<file path="config.mk">
export PLATFORM = sky130hd
export DESIGN_NAME = fp_div_seq
export DESIGN_NICKNAME = d
export VERILOG_FILES = /design/src/rtl/data_type_pkg.sv /design/src/rtl/mant_div_iter.sv /design/src/rtl/fp_div_seq.sv
export SDC_FILE = /design/constraint.sdc
export NUM_CORES = 1
export LEC_CHECK = 0
export CAP_MARGIN = 20
export CORE_ASPECT_RATIO = 1.25
export CORE_MARGIN = 10
export CORE_UTILIZATION = 63
export DETAILED_ROUTE_END_ITERATION = 10
export GPL_TIMING_DRIVEN = 0
export PLACE_DENSITY = 0.93
export SYNTH_ARGS = -nofsm -noshare
export SYNTH_HDL_FRONTEND = slang
export SYNTH_HIERARCHICAL = 1
export SYNTH_SLANG_ARGS = --single-unit
</file>
<file path="constraint.sdc">
create_clock -name clk_i -period 6.84 [get_ports clk_i]
set_clock_uncertainty 0.05 [all_clocks]
set_input_delay 1.71 -clock clk_i [delete_from_list [all_inputs] [get_ports clk_i]]
set_output_delay 1.71 -clock clk_i [all_outputs]
set_load 0.05 [all_outputs]
</file>
<file path="src/rtl/data_type_pkg.sv">
// Shared types and constants for the sequential bfloat16 divider.
// Holds the FSM state encoding, the canonical quiet NaN and the iteration count.
package data_type_pkg;

  localparam int DATA_WIDTH = 16;
  localparam int EXP_BIAS   = 127;
  localparam int DIV_ITER   = 10;

  localparam logic [DATA_WIDTH-1:0] QNAN = 16'h7FC0;

  typedef enum logic [1:0] {
    IDLE  = 2'd0,
    BUSY  = 2'd1,
    ROUND = 2'd2,
    DONE  = 2'd3
  } fp_div_state_t;

endpackage

</file>
<file path="src/rtl/mant_div_iter.sv">
// Restoring mantissa divider: one quotient bit per step, MSB first.
// Q = floor(ma * 2^(QW-1) / mb) and R is the final remainder once last_o is seen.
module mant_div_iter #(
  parameter int MW = 8,
  parameter int QW = 10,
  parameter int CW = 4
) (
  input  logic          clk_i,
  input  logic          rst_ni,
  input  logic          start_i,
  input  logic          step_i,
  input  logic [MW-1:0] ma_i,
  input  logic [MW-1:0] mb_i,
  output logic [QW-1:0] q_o,
  output logic [MW:0]   r_o,
  output logic          last_o
);

  logic [MW:0]   rem_q, rem_d, rem_sub;
  logic [MW-1:0] div_q, div_d;
  logic [QW-1:0] quo_q, quo_d;
  logic [CW-1:0] cnt_q, cnt_d;
  logic          ge;
  logic          last;

  assign last = (cnt_q == '0);

  always_comb begin
    ge      = (rem_q >= {1'b0, div_q});
    rem_sub = ge ? (rem_q - {1'b0, div_q}) : rem_q;
    rem_d   = rem_q;
    div_d   = div_q;
    quo_d   = quo_q;
    cnt_d   = cnt_q;
    if (start_i) begin
      rem_d = {1'b0, ma_i};
      div_d = mb_i;
      quo_d = '0;
      cnt_d = CW'(QW - 1);
    end else if (step_i) begin
      quo_d = {quo_q[QW-2:0], ge};
      // After a subtraction rem_sub < mb, so the shift never loses a bit.
      rem_d = last ? rem_sub : {rem_sub[MW-1:0], 1'b0};
      if (!last) cnt_d = cnt_q - 1'b1;
    end
  end

  always_ff @(posedge clk_i or negedge rst_ni) begin
    if (!rst_ni) begin
      rem_q <= '0;
      div_q <= '0;
      quo_q <= '0;
      cnt_q <= '0;
    end else begin
      rem_q <= rem_d;
      div_q <= div_d;
      quo_q <= quo_d;
      cnt_q <= cnt_d;
    end
  end

  assign q_o    = quo_q;
  assign r_o    = rem_q;
  assign last_o = last;

endmodule

</file>
<file path="src/rtl/fp_div_seq.sv">
// Sequential bfloat16 divider: specials resolved at acceptance, normal operands
// go through a 10-step restoring divide, then one rounding/packing cycle.
module fp_div_seq
  import data_type_pkg::*;
#(
  parameter int EXP_WIDTH  = 8,
  parameter int FRAC_WIDTH = 7
) (
  input  logic                  clk_i,
  input  logic                  rst_ni,
  input  logic                  in_valid_i,
  output logic                  in_ready_o,
  input  logic [DATA_WIDTH-1:0] in1_i,
  input  logic [DATA_WIDTH-1:0] in2_i,
  output logic                  out_valid_o,
  input  logic                  out_ready_i,
  output logic [DATA_WIDTH-1:0] out_o,
  output logic                  overflow_o,
  output fp_div_state_t         dbg_state_o
);

  // Handshake: a transfer happens on a rising edge where valid and ready are
  // both high; valid never waits on ready, and DONE holds its payload until taken.

  localparam int MW = FRAC_WIDTH + 1;
  localparam int EW = EXP_WIDTH + 2;
  localparam int CW = $clog2(DIV_ITER);

  localparam logic signed [EW-1:0] BIAS_S = EW'(EXP_BIAS);
  localparam logic signed [EW-1:0] EMAX_S = EW'((1 << EXP_WIDTH) - 1);
  localparam logic signed [EW-1:0] ONE_S  = EW'(1);
  localparam logic signed [EW-1:0] ZERO_S = '0;

  fp_div_state_t state_q, state_d;

  logic                  sign_q, sign_d;
  logic signed [EW-1:0]  ebase_q, ebase_d;
  logic [DATA_WIDTH-1:0] res_q, res_d;
  logic                  ovf_q, ovf_d;

  logic                  sign1, sign2, sign_x;
  logic [EXP_WIDTH-1:0]  exp1, exp2;
  logic [FRAC_WIDTH-1:0] frac1, frac2;
  logic                  accept;
  logic                  is_special;
  logic [DATA_WIDTH-1:0] spec_res;
  logic                  spec_ovf;

  logic [DIV_ITER-1:0]   quo_w;
  logic [MW:0]           rem_w;
  logic                  last_w;

  assign sign1  = in1_i[DATA_WIDTH-1];
  assign sign2  = in2_i[DATA_WIDTH-1];
  assign exp1   = in1_i[DATA_WIDTH-2 -: EXP_WIDTH];
  assign exp2   = in2_i[DATA_WIDTH-2 -: EXP_WIDTH];
  assign frac1  = in1_i[FRAC_WIDTH-1:0];
  assign frac2  = in2_i[FRAC_WIDTH-1:0];
  assign sign_x = sign1 ^ sign2;
  assign accept = in_valid_i && (state_q == IDLE);

  // Special operands: NaN/Inf first, then zero/denormal divisor, then zero dividend.
  always_comb begin
    is_special = 1'b1;
    spec_res   = '0;
    spec_ovf   = 1'b0;
    if ((&exp1) || (&exp2)) begin
      spec_res = QNAN;
    end else if (exp2 == '0) begin
      spec_res = {sign_x, {EXP_WIDTH{1'b1}}, {FRAC_WIDTH{1'b0}}};
      spec_ovf = 1'b1;
    end else if (exp1 == '0) begin
      spec_res = {sign_x, {(DATA_WIDTH-1){1'b0}}};
    end else begin
      is_special = 1'b0;
    end
  end

  mant_div_iter #(
    .MW (MW),
    .QW (DIV_ITER),
    .CW (CW)
  ) u_mant_div_iter (
    .clk_i   (clk_i),
    .rst_ni  (rst_ni),
    .start_i (accept && !is_special),
    .step_i  (state_q == BUSY),
    .ma_i    ({1'b1, frac1}),
    .mb_i    ({1'b1, frac2}),
    .q_o     (quo_w),
    .r_o     (rem_w),
    .last_o  (last_w)
  );

  logic                  q_top;
  logic [FRAC_WIDTH-1:0] frac_n, frac_sum;
  logic                  rnd, sticky, round_up, carry;
  logic signed [EW-1:0]  e_norm, e_fin;
  logic [DATA_WIDTH-1:0] norm_res;
  logic                  norm_ovf;

  // Normalise the 10-bit quotient to an 8-bit mantissa (hidden bit dropped),
  // round to nearest even, and fold a mantissa carry into the exponent.
  always_comb begin
    q_top    = quo_w[DIV_ITER-1];
    frac_n   = q_top ? quo_w[DIV_ITER-2 -: FRAC_WIDTH] : quo_w[DIV_ITER-3 -: FRAC_WIDTH];
    rnd      = q_top ? quo_w[DIV_ITER-2-FRAC_WIDTH] : quo_w[DIV_ITER-3-FRAC_WIDTH];
    sticky   = (q_top & quo_w[0]) | (rem_w != '0);
    round_up = rnd & (sticky | frac_n[0]);
    {carry, frac_sum} = {1'b0, frac_n} + {{FRAC_WIDTH{1'b0}}, round_up};
    e_norm   = q_top ? (ebase_q + BIAS_S) : (ebase_q + BIAS_S - ONE_S);
    e_fin    = carry ? (e_norm + ONE_S) : e_norm;
    norm_ovf = 1'b0;
    if (e_fin >= EMAX_S) begin
      norm_res = {sign_q, {EXP_WIDTH{1'b1}}, {FRAC_WIDTH{1'b0}}};
      norm_ovf = 1'b1;
    end else if (e_fin <= ZERO_S) begin
      norm_res = {sign_q, {(DATA_WIDTH-1){1'b0}}};
    end else begin
      norm_res = {sign_q, e_fin[EXP_WIDTH-1:0], frac_sum};
    end
  end

  always_ff @(posedge clk_i or negedge rst_ni) begin
    if (!rst_ni) state_q <= IDLE;
    else         state_q <= state_d;
  end

  always_comb begin
    state_d = state_q;
    unique case (state_q)
      IDLE:  if (accept) state_d = is_special ? DONE : BUSY;
      BUSY:  if (last_w) state_d = ROUND;
      ROUND: state_d = DONE;
      DONE:  if (out_ready_i) state_d = IDLE;
      default: state_d = IDLE;
    endcase
  end

  always_comb begin
    sign_d  = sign_q;
    ebase_d = ebase_q;
    res_d   = res_q;
    ovf_d   = ovf_q;
    unique case (state_q)
      IDLE: begin
        if (accept) begin
          sign_d  = sign_x;
          ebase_d = $signed({2'b00, exp1}) - $signed({2'b00, exp2});
          if (is_special) begin
            res_d = spec_res;
            ovf_d = spec_ovf;
          end
        end
      end
      ROUND: begin
        res_d = norm_res;
        ovf_d = norm_ovf;
      end
      DONE: begin
        if (out_ready_i) begin
          res_d = '0;
          ovf_d = 1'b0;
        end
      end
      default: ;
    endcase
  end

  always_ff @(posedge clk_i or negedge rst_ni) begin
    if (!rst_ni) begin
      sign_q  <= 1'b0;
      ebase_q <= '0;
      res_q   <= '0;
      ovf_q   <= 1'b0;
    end else begin
      sign_q  <= sign_d;
      ebase_q <= ebase_d;
      res_q   <= res_d;
      ovf_q   <= ovf_d;
    end
  end

  always_comb begin
    in_ready_o  = (state_q == IDLE);
    out_valid_o = (state_q == DONE);
    out_o       = out_valid_o ? res_q : '0;
    overflow_o  = out_valid_o ? ovf_q : 1'b0;
    dbg_state_o = state_q;
  end

endmodule
</file>
==> results of run 1 <==
[cell usage after synthesis, drive strengths merged (4+ instances only)]
master and count:
nor2 63, nor4 5, and2 22, nand4 7, nand2 49, a22o 6, or2 6, o31ai 9
mux2 5, nand2b 16, a21o 9, nand3 14, inv 51, xnor2 22, a211oi 17, nor3 21
xor2 10, o211a 4, clkbuf 15, a31oi 6, or4 7, o21ai 42, a21boi 5, o2111ai 4
a21oi 32, ha 27, o211ai 10, buf 14, dfrtp 60, a32oi 4, nor2b 8, mux2i 18
[path summary, 6_finish.rpt]
check                      slack [ns]                                   end
setup / recovery                 2.31                             out_o[10]
hold / removal                   0.43                 res_q[15]$_DFFE_PN0P_
setup reg to reg                 2.89                  res_q[4]$_DFFE_PN0P_
hold reg to reg                  0.43                 res_q[15]$_DFFE_PN0P_
max in group asynchronous        4.86                ebase_q[7]$_DFFE_PN0P_
min in group asynchronous        1.28  u_mant_div_iter/div_q[2]$_DFFE_PN0P_
[where the power goes]
group / switching, mW / internal, mW / total, mW
registers: 0.144 / 0.515 / 0.659
clock network: 0.155 / 0.170 / 0.324
logic: 1.50 / 0.952 / 2.46
total: 1.80 / 1.64 / 3.44
[cell families after synthesis]
family                     share of synthesized area (%)
and+or+nand+nor                                    24.60
xor gates and xnor gates                           5.233
AOI/OAI and AO/OA                                  24.23
muxes                                              4.649
DFF                                                28.04
buffers and inverters                              6.121
adders and majority gates                          7.056
other                                            0.07003
[final cells by class]
cell class | instances | area [sq um]
fill | 597 | 2031
inverter | 51 | 191.4
tap | 97 | 121.4
clock buffer | 9 | 123.9
sequential | 60 | 1501
buffer | 29 | 136.4
clock inverter | 7 | 76.32
timing repair buffer | 57 | 575.6
multi-input combinational | 505 | 3530
[registers in the layout, indices dropped and copies added, names as in the netlist]
register,count
u_mant_div_iter/r_o,9
sign_q,1
u_mant_div_iter/q_o,10
ebase_q,9
dbg_state_o,2
u_mant_div_iter/cnt_q,4
ovf_q,1
u_mant_div_iter/div_q,8
res_q,16
[layer usage]
layer / wire length [um] / GRT usage (%) / share of wire [%]
met1: 5568 / 25.97 / 38
met2: 7530 / 41.99 / 52
met3: 815 / 5.022 / 5.6
met4: 687 / 13.25 / 4.7
met5: 0 / 0 / 0
[tightest hold or removal path: cells and delay by family, from the launching register on]
kind	cells	cell delay [ns]
DFF	1	0.34
AOI/OAI and AO/OA	1	0.07
and+or+nand+nor	1	0.04
[metrics by stage]
step | worst slack [ns] | hold slack, ns | std cells | power, mW
global route | 2.143 | 0.4688 | 815 | 3.719
detailed placement | 2.147 | 0.4220 | 799 | 3.050
CTS | 2.295 | 0.4368 | 815 | 3.402
finish | 2.309 | 0.4326 | 815 | 3.441
global placement | 2.111 | 0.4123 | 798 | 2.956
floorplan | 2.901 | 0.3924 | 645 | 2.494
==> metrics.log, run 1 <==
INFO  metric global_route_wire_length_before_repair = 24650 um
INFO  metric h-tree-depth = 3
INFO  metric crit_path_start_kind = flip-flop
INFO  metric number_of_instances_resized_during_post_cts_repair = 0
INFO  metric final_period_minus_worst_setup_slack = 4.531 ns
INFO  metric vias = 5155
INFO  metric io_pins = 57
INFO  metric grt_remaining_overflow = 0
INFO  metric wire_per_inst = 17.92 um
INFO  metric yosys-top-cells-area = sky130_fd_sc_hd__dfrtp_1 (28%), sky130_fd_sc_hd__ha_1 (6.3%), sky130_fd_sc_hd__nor2_1 (4.1%)
INFO  metric power.density_cell_area = 550.0 nW/um^2
INFO  metric slew_headroom = 56.57%
INFO  metric worst_hold_start = res_q[15]$_DFFE_PN0P_
INFO  metric fmax = 0.2207 GHz
INFO  metric hpwlAfterDp = 11270 um
INFO  metric final-hold-violation-count = 0
INFO  metric cts-root-buf = sky130_fd_sc_hd__clkbuf_8
INFO  metric antenna_diode_count = 0
INFO  metric routed_via_density = 6.325
INFO  metric buffer_ports.inserted = 56
INFO  metric final_core_utilization = 75.49%
INFO  metric postRouteAntennaNets = 0
INFO  metric seq_area_frac_synth = 28.04%
INFO  metric mappedNetlistArea = 5355 sq um
INFO  metric synthesis.instances = 644
INFO  metric yosys_most_used_dff = sky130_fd_sc_hd__dfrtp_1
INFO  metric cp_max_fo = 10
INFO  metric grt_max_degree = 41
INFO  metric timing.critical_path.required = 5.08 ns
INFO  metric rsz_0062_raised_after_global_routing = false
INFO  metric yosys_top_cell_by_area = sky130_fd_sc_hd__dfrtp_1
INFO  metric post_cts_buffers = 0
INFO  metric drt_pre_antenna_iters = 5
INFO  metric worst_hold_stages = 2
INFO  metric finalInstanceArea = 6256 sq um
INFO  metric cts_tree = done
INFO  metric drt-initial-drc-count = 283
INFO  metric cpMostUsedCell = sky130_fd_sc_hd__clkbuf_1
INFO  metric tritoncts.num_buffers = 9
INFO  metric critPathArrivalTime = 2.77 ns
INFO  metric max-clock-path-buffers = 2
INFO  metric min-delay-path-class = reg2reg
INFO  metric finalWirelength = 14600 um
INFO  metric critical_path.cell_chain = ha_1 -> clkbuf_1 -> clkbuf_1 -> and2_1 -> clkdlybuf4s50_1
INFO  metric clkSinkCount = 60
INFO  metric max_cap_violations = 0
INFO  metric track_usage = 23.85%
INFO  metric cts_hold_buffers = 0
INFO  metric postSynth.asyncResetShare = 100.0%
INFO  metric die_area = 12610 sq um
INFO  metric final_cell_mix = sky130_fd_sc_hd__dfrtp_1 (60), sky130_fd_sc_hd__nor2_1 (59), sky130_fd_sc_hd__clkdlybuf4s50_1 (55)
INFO  metric critical_path.slowest_cell = sky130_fd_sc_hd__clkdlybuf4s50_1
INFO  metric grt_pass1_vias = 5217
INFO  metric antenna_violations_before_repair = 0
INFO  metric fraction_of_layout_cells_with_a_size_suffix_above_1 = 9.749%
INFO  metric cp-startpoint = dbg_state_o[1]$_DFFE_PN0P_
INFO  metric critPathBufInv = 3
INFO  metric clock_latency = 0.35 ns
INFO  metric synthesis.area_per_instance = 8.315 sq um
INFO  metric layout_worst_path_cycle_share = 66.24%
INFO  metric synthDistinctLibCells = 90
INFO  metric netlist.area_leader.share = 28.04%
INFO  metric leakagePower = 2.631 nW
INFO  metric initial_utilization = 64.62%
INFO  metric post_dp_cell_area = 6056 sq um
INFO  metric max-vdd-ir-drop = 0.3429 mV
INFO  metric ys_seq_elements = 60
INFO  metric synth-edff-count = 0
INFO  metric status = complete, no violations
INFO  metric final_net_count = 778
INFO  metric worstSetupPathType = reg2out
INFO  metric worst_path_dominant_cell_family = buffers and inverters
INFO  metric fp-row-count = 37
INFO  metric die-height = 123.1 um
INFO  metric yosys_warnings = 6
INFO  metric timing.reg2reg.worst_path_depth = 13
INFO  metric coreArea = 8287 sq um
INFO  metric setup_viol_count_final = 0
INFO  metric critical_path_depth = 5
INFO  metric detail_route.drc_violations = 0
INFO  metric timing.rr.start = ebase_q[0]$_DFFE_PN0P_
INFO  metric clk_transition_reported_paths = 0.07 ns
INFO  metric area_delta_synth_final = 16.82%
INFO  metric mostFrequentLayoutCell = sky130_fd_sc_hd__dfrtp_1
INFO  metric timing.critical_path.slowest_cell_delay = 0.81 ns
INFO  metric tightestPinTransition = 0.6514 ns
INFO  metric tns = 0 ns
INFO  metric final_wtd_congestion = 0.9215
INFO  metric die-width = 102.5 um
INFO  metric crit_path_end_kind = output pin
INFO  metric finalMaxSlewViolations = 0
(Power assumes the default switching activity.)
==> inputs of run 2 (changes only) <==
CORE_UTILIZATION = 58   (was 63)
PLACE_DENSITY = 0.86   (was 0.93)
clock period = 4.4 ns   (was 6.84 ns; I/O delays follow)
==> run 2 against run 1 <==
Compared with the run above: core utilization shrank 5.0 points; sequential power grew 55%; critical path type is now reg2reg; global-route usage shrank 2.0 points; routed wire length grew 1.3%; largest power group unchanged; clock power grew 120%; critical endpoint is now res_q[1]$_DFFE_PN0P_; design area grew 2.3%; critical path depth grew 8.
==> metrics.log, run 2 (same netlist as run 1, synthesis figures left out) <==
INFO  metric io_pins = 57 (unchanged)
INFO  metric power.density_cell_area = 868.5 nW/um^2 (+58%)
INFO  metric status = complete, no violations
INFO  metric leakagePower = 2.681 nW (+1.9%)
INFO  metric max-clock-path-buffers = 2 (unchanged)
INFO  metric detail_route.drc_violations = 0 (unchanged)
INFO  metric clock_latency = 0.33 ns (-0.02 ns)
INFO  metric hpwlAfterDp = 11540 um (+2.4%)
INFO  metric finalInstanceArea = 6399 sq um (+2.3%)
INFO  metric drt_pre_antenna_iters = 6 (+1)
INFO  metric reg2reg_setup_slack = 0.47 ns (-2.42 ns)
INFO  metric clkSinkCount = 60 (unchanged)
INFO  metric tns = 0 ns (unchanged)
INFO  metric area_delta_synth_final = 19.49%
INFO  metric crit_path_start_kind = flip-flop
INFO  metric tritoncts.num_buffers = 9 (unchanged)
INFO  metric finalWirelength = 14790 um (+1.3%)
INFO  metric clk_transition_reported_paths = 0.06 ns (about the same)
INFO  metric setup_viol_count_final = 0 (unchanged)
INFO  metric timing.rr.start = ebase_q[0]$_DFFE_PN0P_
INFO  metric largest_register_by_flop_count = res_q
INFO  metric grt_remaining_overflow = 0 (unchanged)
INFO  metric critPathArrivalTime = 4.15 ns (+1.38 ns)
INFO  metric mostFrequentLayoutCell = sky130_fd_sc_hd__dfrtp_1
INFO  metric r2r-end = res_q[1]$_DFFE_PN0P_
INFO  metric routed_via_density = 6.031 (-4.7%)
INFO  metric min-delay-path-class = reg2reg
INFO  metric final-hold-violation-count = 0 (unchanged)
INFO  metric tightestPinTransition = 0.6656 ns (+0.01421 ns)
INFO  metric grt_max_degree = 38 (-7.3%)
INFO  metric die-width = 105.9 um (+3.4%)
INFO  metric cp_max_fo = 10 (unchanged)
INFO  metric postRouteAntennaNets = 0 (unchanged)
INFO  metric cts_hold_buffers = 0 (unchanged)
INFO  metric drt-initial-drc-count = 245 (-13%)
INFO  metric number_of_instances_resized_during_post_cts_repair = 0 (unchanged)
INFO  metric post_cts_buffers = 0 (unchanged)
INFO  metric fp-row-count = 39 (+5.4%)
INFO  metric track_usage = 21.84% (-2.0 points)
INFO  metric layout_worst_path_cycle_share = 89.38%
INFO  metric h-tree-depth = 3 (unchanged)
INFO  metric largest_register_ff_count = 16 (unchanged)
INFO  metric worstSetupPathType = reg2reg
INFO  metric post_dp_cell_area = 6088 sq um (+0.54%)
INFO  metric wire_per_inst = 17.58 um (-1.9%)
INFO  metric setup.worst_path.end = res_q[1]$_DFFE_PN0P_
INFO  metric grt_pass1_vias = 5280 (+1.2%)
INFO  metric final_net_count = 778 (unchanged)
INFO  metric crit_path_end_kind = flip-flop
INFO  metric cts_tree = done
INFO  metric fraction_of_layout_cells_with_a_size_suffix_above_1 = 9.749% (unchanged)
INFO  metric timing.critical_path.required = 4.62 ns (-0.46 ns)
INFO  metric cts-root-buf = sky130_fd_sc_hd__clkbuf_16
INFO  metric max-vdd-ir-drop = 0.5075 mV (+48%)
INFO  metric final_period_minus_worst_setup_slack = 3.933 ns
INFO  metric vias = 5072 (-1.6%)
INFO  metric rsz_0062_raised_after_global_routing = false
INFO  metric finalMaxSlewViolations = 0 (unchanged)
INFO  metric timing.reg2reg.worst_path_depth = 13 (unchanged)
INFO  metric max_cap_violations = 0 (unchanged)
INFO  metric slew_headroom = 55.63% (-0.95 points)
INFO  metric initial_utilization = 59.00% (-5.6 points)
INFO  metric die-height = 127.4 um (+3.5%)
INFO  metric die_area = 13500 sq um (+7.1%)
INFO  metric worst_hold_stages = 2 (unchanged)
INFO  metric global_route_wire_length_before_repair = 24890 um (+0.95%)
INFO  metric final_wtd_congestion = 0.9330 (+1.2%)
INFO  metric fmax = 0.2543 GHz
INFO  metric cp-startpoint = ebase_q[0]$_DFFE_PN0P_
INFO  metric coreArea = 9076 sq um (+9.5%)
INFO  metric antenna_diode_count = 0 (unchanged)
INFO  metric antenna_violations_before_repair = 0 (unchanged)
INFO  metric final_core_utilization = 70.50% (-5.0 points)
INFO  metric buffer_ports.inserted = 56 (unchanged)
INFO  metric final_cell_mix = sky130_fd_sc_hd__dfrtp_1 (60), sky130_fd_sc_hd__nor2_1 (59), sky130_fd_sc_hd__clkdlybuf4s50_1 (55)
[run 2: area by class of cell]
type / count / area, sq um
plain buffers: 29 / 136.4
clock buffers: 10 / 239.0
clock inverters: 6 / 71.32
fillers: 762 / 2678
inverters: 51 / 191.4
multi-input cells: 505 / 3530
flip-flops and latches: 60 / 1501
well taps: 123 / 153.9
repair buffers: 57 / 575.6
[run 2: layer usage]
layer  vias to the layer above  global-route usage [%]  wire length, um
met5                         -                       0                0
met4                         0                   9.338              486
met3                        39                   3.722              560
met2                       135                   40.23             7841
met1                      2436                   23.98             5900
li1                       2462                       -                -
[run 2: worst min path at each step]
stage                                from                     to
global placement    res_q[15]$_DFFE_PN0P_  res_q[15]$_DFFE_PN0P_
detailed placement  res_q[15]$_DFFE_PN0P_  res_q[15]$_DFFE_PN0P_
floorplan           res_q[15]$_DFFE_PN0P_  res_q[15]$_DFFE_PN0P_
CTS                 res_q[15]$_DFFE_PN0P_  res_q[15]$_DFFE_PN0P_
finish              res_q[15]$_DFFE_PN0P_  res_q[15]$_DFFE_PN0P_
global route        res_q[15]$_DFFE_PN0P_  res_q[15]$_DFFE_PN0P_
[run 2: worst max-delay path: stages (launching register included)]
cell,delay (ns)
sky130_fd_sc_hd__dfrtp_1,0.34
sky130_fd_sc_hd__buf_2,0.20
sky130_fd_sc_hd__inv_1,0.08
sky130_fd_sc_hd__ha_1,0.19
sky130_fd_sc_hd__buf_2,0.17
sky130_fd_sc_hd__xnor2_1,0.37
sky130_fd_sc_hd__nand2_1,0.24
sky130_fd_sc_hd__a311oi_1,0.58
sky130_fd_sc_hd__o21a_1,0.27
sky130_fd_sc_hd__nand3_1,0.16
sky130_fd_sc_hd__mux2i_4,0.26
sky130_fd_sc_hd__a31o_2,0.25
sky130_fd_sc_hd__nor4b_4,0.49
sky130_fd_sc_hd__a22o_1,0.20
[run 2: power by group]
part | internal (mW) | switching, mW | total (mW)
logic | 1.48 | 2.33 | 3.81
registers | 0.803 | 0.221 | 1.02
clock network | 0.458 | 0.269 | 0.728
total | 2.74 | 2.82 | 5.56
[run 2: per-stage QoR]
step / hold slack (ns) / std cells / setup slack, ns / power, mW
2_1_floorplan: 0.3924 / 645 / 1.071 / 3.878
3_3_place_gp: 0.4157 / 824 / 0.2308 / 4.611
3_5_place_dp: 0.4201 / 825 / 0.3267 / 4.742
4_1_cts: 0.4317 / 841 / 0.5058 / 5.514
5_1_grt: 0.4629 / 841 / 0.2793 / 5.987
6_report: 0.4279 / 841 / 0.4674 / 5.557
==> inputs of run 3 (changes only) <==
TNS_END_PERCENT = 10   (was unset)
==> results of run 3 <==
The final DEF is identical to that of run 2; final timing and power are the same.
==> patch 1 (flow settings as in run 1) <==
Make the reset (`rst_ni`) synchronous in 3 clocked blocks.
--- a/src/rtl/mant_div_iter.sv
+++ b/src/rtl/mant_div_iter.sv
@@ -46,5 +46,5 @@
   end
 
-  always_ff @(posedge clk_i or negedge rst_ni) begin
+  always_ff @(posedge clk_i) begin
     if (!rst_ni) begin
       rem_q <= '0;
--- a/src/rtl/fp_div_seq.sv
+++ b/src/rtl/fp_div_seq.sv
@@ -122,5 +122,5 @@
   end
 
-  always_ff @(posedge clk_i or negedge rst_ni) begin
+  always_ff @(posedge clk_i) begin
     if (!rst_ni) state_q <= IDLE;
     else         state_q <= state_d;
@@ -168,5 +168,5 @@
   end
 
-  always_ff @(posedge clk_i or negedge rst_ni) begin
+  always_ff @(posedge clk_i) begin
     if (!rst_ni) begin
       sign_q  <= 1'b0;
Check against the original RTL: differs if rst_ni is asserted again (counterexample within 4 cycles, from zero or initial values and one cycle with rst_ni low); with rst_ni held inactive, the same outputs for 10 cycles.
==> patch 1 against run 1 <==
  * Synthesized area is 12% lower
  * Final area is 10% lower
  * Global-route usage is 1.7 points lower
  * Sequential cell count stayed put
  * Worst setup slack better by 0.12 ns
  * Synthesized cell count is 10% lower
  * Register-to-register slack worse by 0.17 ns
  * Die area is 9.7% lower
  * Critical path type is now in -> reg
  * Total power is 28% lower
  * Routed wire length is 13% lower
  * Cell count is 8.7% lower
  * Sequential power is 20% lower
==> patch 1: results (changes against run 1) <==
- Pint: 1300 uW (-20%)
- Proportion of cell area occupied by registers: 21.3% (-2.7 points)
- Vias in the first global route: 4,648 (-11%)
- Fillcell total: 502 (-16%)
- Sequential share of the synthesized area: 25.4% (-2.6 points)
- Layout cells sized above 1: 9.20% (-0.55 points)
- Vias/cell: 6.28 (-0.64%)
- Critical path fanouts, max: 8 (-2)
- Final clock-cell share: 3.96% (+0.76 points)
- Lkg Pwr: 0.00222 uW (-16%)
- Arrival @ worst endpoint: 4.66 ns (+1.89 ns)
- Final GP Congestion: 0.941 (+2.1%)
- Non-clk buf share: 12.1% (+0.76 points)
- Synthesized instance count: 579 (-10%)
- CTS Buffer Depth: 2 (unchanged)
- Ys async rst share: 0% (-100 points)
- Vias post-DR: 4,676 (-9.3%)
- # placed instances: 728 (-8.9%)
- Slowest-stage cell, CP: a211oi_1
- Synth area leaders: dfxtp_1 (25%), ha_1 (6.9%), mux2i_1 (5.5%)
- Global-route wire length before repair: 21,200 um (-14%)
- GRT Resource Usage Total: 22.2% (-1.7 points)
- Multi-input gates: 457 (-9.5%)
- Routed len/inst: 17.0 um (-4.9%)
- Pwr Density: 442 nW/um^2 (-20%)
- Logic inverters: 41 (-20%)
- Peak VDD IR: 350 uV (+2.1%)
- CP max stage delay: 0.80 ns
- Distinct cells, synth: 81 (-10%)
- DP HPWL: 9530 um (-15%)
- Rel. slew slack: 37.9% (-19 points)
- Initial DRC Count: 252 (-11%)
- Multi-input combinational area share: 57.8% (+1.4 points)
- Clock sink count: 60 (unchanged)
- Plain + repair buffers: 78 (-9.3%)
- Core Rows: 35 (-5.4%)
- Largest net degree at the start of global routing: 13 (-68%)
- Layout net count: 711 (-8.6%)
- Status: completed
patch 1: final timing paths:
check | slack (ns) | endpoint | startpoint | depth (start not counted)
worst max register to register | 2.72 | res_q[1] | ebase_q[0] | 12
worst min-delay path | 0.43 | res_q[5] | res_q[5] | 1
worst max-delay path | 2.43 | res_q[1] | in2_i[13] | 9
worst min register to register | 0.43 | res_q[5] | res_q[5] | 1
patch 1: per-layer routing:
layer / up-vias / global-route usage, % / wire length, um
met4: 0 / 17.2 / 775
met5: - / 0 / 0
met1: 2197 / 21.6 / 4750
met2: 195 / 40.3 / 6450
li1: 2221 / - / -
met3: 63 / 5.05 / 707
patch 1: critical path: cells and delay by family:
family / cells / cell delay (ns)
buf+inv: 1 / 0.47
compound gates: 3 / 1.11
simple gates: 5 / 1.38
patch 1: power groups by stage:
stage / registers, uW / clock network, uW / logic [uW]
after floorplan: 521 / 0 / 1210
after global placement: 526 / 0 / 1480
after detailed placement: 530 / 0 / 1540
after CTS: 524 / 367 / 1560
after global routing: 537 / 384 / 1740
final: 526 / 367 / 1600
patch 1: stage by stage:
| stage | power [uW] | setup slack, ns |
|---|---|---|
| after detailed placement | 2070 | 2.13 |
| final | 2490 | 2.43 |
| after CTS | 2450 | 2.45 |
| after global routing | 2660 | 2.11 |
| after floorplan | 1730 | 3.02 |
| after global placement | 2010 | 2.23 |
patch 1: cell families (layout without fill, tap and decap cells):
family / after synthesis / in the layout / share of synthesized area, %
simple gates: 218 / 218 / 25.3
compound gates: 140 / 140 / 21.5
buf+inv: 63 / 135 / 5.85
flops: 60 / 60 / 25.4
xor+xnor: 36 / 36 / 6.83
mux: 33 / 33 / 7.25
fa+ha+maj: 28 / 28 / 7.73
other cells: 1 / 2 / 0.0793
==> patch 2 (config.mk and constraints of run 1) <==
Without the edit above. Take the reset off `res_q` and load it in a clocked block of its own.
--- a/src/rtl/fp_div_seq.sv
+++ b/src/rtl/fp_div_seq.sv
@@ -172,12 +172,14 @@
       sign_q  <= 1'b0;
       ebase_q <= '0;
-      res_q   <= '0;
       ovf_q   <= 1'b0;
     end else begin
       sign_q  <= sign_d;
       ebase_q <= ebase_d;
-      res_q   <= res_d;
       ovf_q   <= ovf_d;
     end
+  end
+
+  always_ff @(posedge clk_i) begin
+    res_q <= res_d;
   end
 
Function: no difference found for any inputs over 10 cycles, from zero or initial values and one cycle with rst_ni low; that may be too few to reach the edited logic, so the function may still have changed.
==> patch 2 against run 1 <==
  * Critical path depth grew 5
  * Clock power rose by 2%
  * Worst setup slack better by 0.14 ns
  * Total power decreased by 4.4%
  * Synthesized area fell by 6.2%
  * Sequential cell count is the same
  * Routed wire length decreased by 8.7%
  * Final area decreased by 5.1%
==> patch 2: results (changes against run 1) <==
- Status: completed
- CP Launch Point: in2_i[8]
- Met2 WL: 6710 um (-11%)
- Vias in the first global route: 4,611 (-12%)
- GRT Resource Usage Total: 22.0% (-1.8 points)
- Worst Tran Pin Value: 0.910 ns (+0.259 ns)
- Number of flops mapped to enable cells by yosys: 16 (+16)
- Comb pwr share: 68.4% (-3.0 points)
- Layout cells sized above 1: 9.68% (-0.067 points)
- Final GP Congestion: 0.931 (+1.0%)
- Synth top cells by count: inv_1 (53), nand2_1 (51), nor2_1 (49)
- Met3 routed WL: 854 um (+4.8%)
- # placed instances: 740 (-7.4%)
- Hold WS: 0.447 ns (+0.0144 ns)
- Placed cell area: 5740 sq um (-5.2%)
- Most common cell after layout, fill and taps aside: clkdlybuf4s50_1
- Metal1 wirelength: 5600 um (+0.56%)
- Layout net count: 721 (-7.3%)
- Distinct cells, synth: 76 (-16%)
- Sequential share of power: 21.5% (+2.3 points)
- Reg2reg setup slack: 3.17 ns (+0.28 ns)
- Peak VDD IR: 380 uV (+11%)
- Period minus WS final: 4.39 ns (-0.145 ns)
- Synthesized instance count: 586 (-9.0%)
- Lkg Pwr: 0.00245 uW (-6.8%)
- Post-Layout Cell Count: 756 (-7.2%)
- Hold Path End: ebase_q[1]
- HP Start: ebase_q[1]
- DP HPWL: 10,400 um (-7.3%)
- Vias/cell: 6.11 (-3.3%)
- Synth area leaders: dfrtp_1 (22%), edfxtp_1 (9.6%), ha_1 (6.7%)
- Post-synthesis mux area share: 4.86% (+0.21 points)
- Critical Path End: u_mant_div_iter/q_o[8]
[patch 2: critical path, delay by kind of cell]
kind / cells / cell delay (ns)
AND/OR/NAND/NOR: 5 / 0.81
buffers and inverters: 4 / 1.66
AO/OA/AOI/OAI: 1 / 0.36
[patch 2: layer usage]
metal  up-vias  GRT usage, %
met5         -             0
met4         0          7.36
met3        18          4.88
met2       177          38.4
met1      2191          25.9
li1       2236             -
[patch 2: area by class of cell]
cell class	instances	area, sq um
tap	95	119
inverter	53	199
clock buffer	9	124
fill	582	1850
sequential	60	1580
timing repair buffer	58	587
clock inverter	7	76.3
buffer	25	133
multi-input combinational	449	3120
[patch 2: logic make-up after synthesis]
family,count (synthesis)
and+or+nand+nor,216
AOI/OAI and AO/OA,142
buffers and inverters,78
DFF,60
xor gates and xnor gates,36
adders and majority gates,29
muxes,24
other,1
